`src/rtl/nibble_pair_packer_if.sv`:
```
// Handshake bundle for nibble_pair_packer: upstream nibble stream in,
// downstream double-nibble stream out. The packer uses the slave view.
interface nibble_pair_packer_if;
  logic       in_valid;
  logic       in_ready;
  logic [3:0] in_nibble;
  logic       out_valid;
  logic       out_ready;
  logic [7:0] out_double_nibble;

  modport slave (
    input  in_valid,
    input  in_nibble,
    input  out_ready,
    output in_ready,
    output out_valid,
    output out_double_nibble
  );

  modport master (
    output in_valid,
    output in_nibble,
    output out_ready,
    input  in_ready,
    input  out_valid,
    input  out_double_nibble
  );
endinterface

```
`src/rtl/nibble_pair_packer.sv`:
```
// nibble_pair_packer: pairs consecutive 4-bit nibbles into {first, second}
// bytes and buffers them in a first-word-fall-through FIFO of DEPTH entries.
// Optional feature macro: NIBBLE_PACKER_FLUSH_EN adds a flush input that
// pads a pending half pair with 4'h0 and emits it.
module nibble_pair_packer #(
  parameter int DEPTH = 2
) (
  input  logic                 clock,
  input  logic                 reset,
`ifdef NIBBLE_PACKER_FLUSH_EN
  input  logic                 flush,
`endif
  nibble_pair_packer_if.slave  bus,
  output logic [7:0]           pair_count
);

  localparam int AW = $clog2(DEPTH);
  localparam logic [AW:0] FULL_CNT = (AW+1)'(DEPTH);

  typedef enum logic {
    S_EMPTY = 1'b0,
    S_HALF  = 1'b1
  } state_t;

  state_t        state;
  logic [3:0]    hold;
  logic [7:0]    mem [DEPTH];
  logic [AW-1:0] wr_ptr;
  logic [AW-1:0] rd_ptr;
  logic [AW:0]   cnt;

  logic          full;
  logic          empty;
  logic          in_rdy;
  logic          accept;
  logic          pop;
  logic          push_pair;
  logic          push_flush;
  logic          push;
  logic [7:0]    push_data;

  // Handshake decode; out_ready feeds in_ready so a full FIFO can push and pop together.
  always_comb begin
    full       = (cnt == FULL_CNT);
    empty      = (cnt == '0);
    in_rdy     = (state == S_EMPTY) | ~full | bus.out_ready;
    accept     = bus.in_valid & in_rdy;
    pop        = ~empty & bus.out_ready;
    push_pair  = (state == S_HALF) & accept;
`ifdef NIBBLE_PACKER_FLUSH_EN
    push_flush = (state == S_HALF) & flush & ~accept & (~full | bus.out_ready);
`else
    push_flush = 1'b0;
`endif
    push       = push_pair | push_flush;
    push_data  = push_pair ? {hold, bus.in_nibble} : {hold, 4'h0};
  end

  // Output view: head entry falls through, forced to zero while nothing is buffered.
  always_comb begin
    bus.in_ready          = in_rdy;
    bus.out_valid         = ~empty;
    bus.out_double_nibble = empty ? 8'h00 : mem[rd_ptr];
  end

  // Pairing FSM: EMPTY waits for a first nibble, HALF waits for the second (or a flush).
  always_ff @(posedge clock or posedge reset) begin
    if (reset) begin
      state <= S_EMPTY;
    end else begin
      case (state)
        S_EMPTY: if (accept) state <= S_HALF;
        S_HALF:  if (push)   state <= S_EMPTY;
        default:             state <= S_EMPTY;
      endcase
    end
  end

  // Capture the first nibble of a pair; only meaningful while in HALF.
  always_ff @(posedge clock) begin
    if ((state == S_EMPTY) && accept) hold <= bus.in_nibble;
  end

  // FIFO storage; contents are don't-care until the occupancy count covers them.
  always_ff @(posedge clock) begin
    if (push) mem[wr_ptr] <= push_data;
  end

  // FIFO pointers and occupancy; pointers wrap naturally since DEPTH is a power of two.
  always_ff @(posedge clock or posedge reset) begin
    if (reset) begin
      wr_ptr <= '0;
      rd_ptr <= '0;
      cnt    <= '0;
    end else begin
      if (push) wr_ptr <= wr_ptr + AW'(1);
      if (pop)  rd_ptr <= rd_ptr + AW'(1);
      case ({push, pop})
        2'b10:   cnt <= cnt + (AW+1)'(1);
        2'b01:   cnt <= cnt - (AW+1)'(1);
        default: cnt <= cnt;
      endcase
    end
  end

  // Count completed output handshakes, wrapping at 256.
  always_ff @(posedge clock or posedge reset) begin
    if (reset) pair_count <= 8'h00;
    else if (pop) pair_count <= pair_count + 8'h01;
  end

endmodule

```
`src/flat_wrapper.sv`:
```
// flat-port wrapper written by rule: the top's interface ports become plain ports
module nibble_pair_packer_flat 
#(
  parameter int DEPTH = 2
)
  (clock, reset, pair_count, bus_in_valid, bus_in_nibble, bus_out_ready, bus_in_ready, bus_out_valid, bus_out_double_nibble);
  nibble_pair_packer_if bus_i ();
  input  logic clock;
  input  logic reset;
  output logic [7:0] pair_count;
  input wire logic [$bits(bus_i.in_valid)-1:0] bus_in_valid;
  input wire logic [$bits(bus_i.in_nibble)-1:0] bus_in_nibble;
  input wire logic [$bits(bus_i.out_ready)-1:0] bus_out_ready;
  output wire logic [$bits(bus_i.in_ready)-1:0] bus_in_ready;
  output wire logic [$bits(bus_i.out_valid)-1:0] bus_out_valid;
  output wire logic [$bits(bus_i.out_double_nibble)-1:0] bus_out_double_nibble;
  assign bus_i.in_valid = bus_in_valid;
  assign bus_i.in_nibble = bus_in_nibble;
  assign bus_i.out_ready = bus_out_ready;
  assign bus_in_ready = bus_i.in_ready;
  assign bus_out_valid = bus_i.out_valid;
  assign bus_out_double_nibble = bus_i.out_double_nibble;
  nibble_pair_packer #(.DEPTH(DEPTH)) u_core (.clock(clock), .reset(reset), .bus(bus_i), .pair_count(pair_count));
endmodule
```
`config.mk`:
```
export PLATFORM = sky130hd
export DESIGN_NAME = nibble_pair_packer_flat
export DESIGN_NICKNAME = d
export VERILOG_FILES = /design/src/rtl/nibble_pair_packer_if.sv /design/src/rtl/nibble_pair_packer.sv /design/src/flat_wrapper.sv
export SDC_FILE = /design/constraint.sdc
export NUM_CORES = 1
export LEC_CHECK = 0
export ABC_AREA = 1
export CORE_UTILIZATION = 48
export CTS_BUF_LIST = sky130_fd_sc_hd__clkbuf_4 sky130_fd_sc_hd__clkbuf_8
export DETAILED_ROUTE_END_ITERATION = 10
export PLACE_DENSITY = 0.79
export SLEW_MARGIN = 25
export SYNTH_ARGS = -nofsm -noshare
export SYNTH_HDL_FRONTEND = slang
export SYNTH_SLANG_ARGS = --single-unit
```
`constraint.sdc`:
```
create_clock -name clock -period 1.68 [get_ports clock]
set_input_delay 0.336 -clock clock [delete_from_list [all_inputs] [get_ports clock]]
set_output_delay 0.336 -clock clock [all_outputs]
set_load 0.01 [all_outputs]
```
==> flow_summary.yaml <==
clocking:
  cts_tree: "yes"
  clk_pin_slew_worst_paths_ns: 0.10
  cts_buffer_depth: 2
  numCtsBuffers: 5
  cts_root_buf: "clkbuf_4"
  clkLatencyLatePin_ns: 0.32
  htreeDepth: 2
  cts_sinks: 33
  cts_hold_buf: 0
worst_setup_path:
  crit_arrival_ns: 1.91
  end_kind: "flip-flop"
  crit_type: "flip-flop to flip-flop"
  start_kind: "flip-flop"
  cp.required_ns: 1.89
  cp_max_fo: 2
place:
  dp_hpwl_mm: 2.02
  dp_cells: 202
  place.gp.congestion: 0.771
  io_buffers: 25
logic_synthesis:
  synthXorXnorAreaFrac_pct: 4.89
  synth-seq-area-share_pct: 64.6
  synth_area_um2: 1430
  ys_seq_elements: 33
  ys.warnings.count: 0
  avgSynthCellArea_um2: 10.7
  synth_compound_gate_area_share_pct: 3.14
  synth_cells: 134
  synth_top_family_by_area: "simple AND/OR/NAND/NOR gates"
  muxShareOfSynthArea_pct: 0
  syn_nets: 146
  synthAdderAreaFrac_pct: 3.49
  yosysUniqueCellTypes: 20
  synth-simple-area-share_pct: 17.5
drt:
  wire_per_inst_um: 13.3
  vias_per_cell: 4.96
  drtIter0Drc: 40
  via_count: 1101
  wirelength_mm: 2.95
  drcViolationCount: 0
  dr.pass1.iters: 4
  antenna_left: 0
layout:
  nets: 202
  multiInputGateArea_um2: 467
  final_common_cell: "nand2_1"
  stdcell_count: 222
  syn_to_final_growth_pct: 41.0
  layout_common_cells: "36 x nand2_1, 20 x buf_4, 20 x edfxtp_1, 17 x inv_1, 13 x clkdlybuf4s50_1"
  diodes: 0
  seqCellArea_um2: 927
  fill_cells: 180
  drive_above_1_share_pct: 33.0
grt:
  antenna_found_initial: 0
  grt_max_degree: 14
  grt_pass1_vias: 1048
  grt_overflow_total: 0
  grt_pass1_wl_mm: 4.66
  grt_usage_pct: 19.6
floorplan:
  die_w_um: 56.7
  die-area_um2: 3210
  die_h_um: 56.7
  start_util_pct: 51.6
  rows: 19
  io_pins: 26
  core_area_um2: 2780
status:
  violations: "setup timing"
  outcome: "finished, violations left"
timing:
  setup_viol: 1
  slew_violations: 0
  finalCritPeriodShare_pct: 101
  finalCriticalPeriod_ns: 1.69
  finalHoldViolCount: 0
  whs_ns: 0.336
  fin_skew_ns: 0.00983
  worst_pin_slew_ns: 0.526
  rsz0062_at_grt: "yes"
  worst_slack_ns: -0.0124
  max_slew_margin_pct: 64.9
  clock.fmax_mhz: 591
hold_path:
  hold_path.class: "input pin to asynchronous set/reset pin"
power_and_ir_drop:
  leakage_nw: 0.940
  ir_drop_v: 0.00144
  powerDensity_nw_per_um2: 1730
run:
  max_cap_violations: 0
[final cells by class]
class                   instances  share of cell area (%)
well taps                      31                    1.92
clock inverters                 1                   0.186
inverters                      22                    4.46
flip-flops and latches         33                    45.9
repair buffers                 51                    21.9
multi-input cells              77                    23.1
clock buffers                   7                    2.60
[state kept, by name, summed over array words and instances (netlist names)]
signal,count
u_core.pair_count,8
u_core.wr_ptr,1
u_core.mem,16
u_core.state,1
u_core.hold,4
u_core.rd_ptr,1
u_core.cnt,2
[cells by family (layout without fill, tap and decap cells)]
logic type / Yosys count / count (layout)
adders and majority gates: 4 / 4
xor gates and xnor gates: 8 / 8
DFF: 33 / 33
AOI/OAI and AO/OA: 9 / 9
and+or+nand+nor: 56 / 56
buffers and inverters: 24 / 81
[cells in the mapped netlist]
cell type / n / share of area, %
nand2_1: 38 / 9.9
clkinv_1: 1 / 0.26
or2_2: 1 / 0.44
nor3_1: 1 / 0.35
a21oi_1: 9 / 3.1
and2_1: 1 / 0.44
xnor2_1: 3 / 1.8
nand2_2: 2 / 0.87
ha_1: 4 / 3.5
xor2_1: 5 / 3.1
edfxtp_1: 20 / 42
nor2_1: 3 / 0.79
dfrtp_1: 13 / 23
nor2_4: 2 / 1.6
buf_2: 1 / 0.35
inv_1: 21 / 5.5
clkbuf_1: 1 / 0.26
nand4_1: 3 / 1.3
nand3_1: 4 / 1.4
nor2_2: 1 / 0.44
[per-stage QoR]
step / util [%] / power [mW] / setup TNS (ns) / instance area, um^2 / worst slack (ns)
final: 72.7 / 3.51 / -0.0124 / 2020 / -0.0124
after floorplan: - / 2.08 / -0.208 / 1470 / -0.140
after detailed placement: 67.2 / 2.88 / -8.33 / 1870 / -0.446
after CTS: 70.9 / 3.36 / -0.0177 / 1970 / -0.0137
after global placement: 67.2 / 2.81 / -6.56 / 1870 / -0.353
after global routing: 72.7 / 3.73 / -0.494 / 2020 / -0.0948
[layer usage]
metal | vias to the layer above | global-route usage (%) | share of wire, %
met2 | 20 | 33.1 | 54
met3 | 2 | 7.14 | 3.4
met4 | 0 | 6.27 | 0.64
met1 | 541 | 23.3 | 42
li1 | 538 | - | -
met5 | - | 0 | 0
[final timing paths]
| kind | endpoint | from | slack [ns] | cells past startpoint |
|---|---|---|---|---|
| worst max register to register | u_core.cnt[1] | u_core.cnt[0] | -0.01 | 10 |
| worst max-delay path | u_core.cnt[1] | u_core.cnt[0] | -0.01 | 10 |
| worst min register to register | u_core.mem[1][5] | u_core.hold[1] | 0.47 | 0 |
| max in group asynchronous | u_core.pair_count[2] | reset | 0.96 | 2 |
| min in group clock | u_core.mem[1][5] | u_core.hold[1] | 0.47 | 0 |
| worst min-delay path | u_core.pair_count[0] | reset | 0.34 | 2 |
[worst max-delay path, stage by stage (launching register included)]
cell	delay [ns]
dfrtp_1	0.41
buf_6	0.14
inv_4	0.05
nand4_1	0.09
and2_4	0.19
ha_4	0.16
inv_4	0.06
ha_4	0.19
a21oi_2	0.11
nand2_2	0.06
xor2_1	0.13
[what timing repair did]
| item | in CTS | in global routing |
|---|---|---|
| gates resized for setup | 32 | 22 |
| setup endpoints to repair | 19 | 25 |
| buffers inserted | 3 | 9 |
| pin swaps | 3 | 3 |
[power breakdown]
group	internal, mW	switching [mW]	leakage [nW]
combinational	0.901	0.852	0.570
clock	0.193	0.242	0.0338
sequential	1.14	0.182	0.336
total	2.23	1.28	0.940
Power figures use the tool's default switching activity.
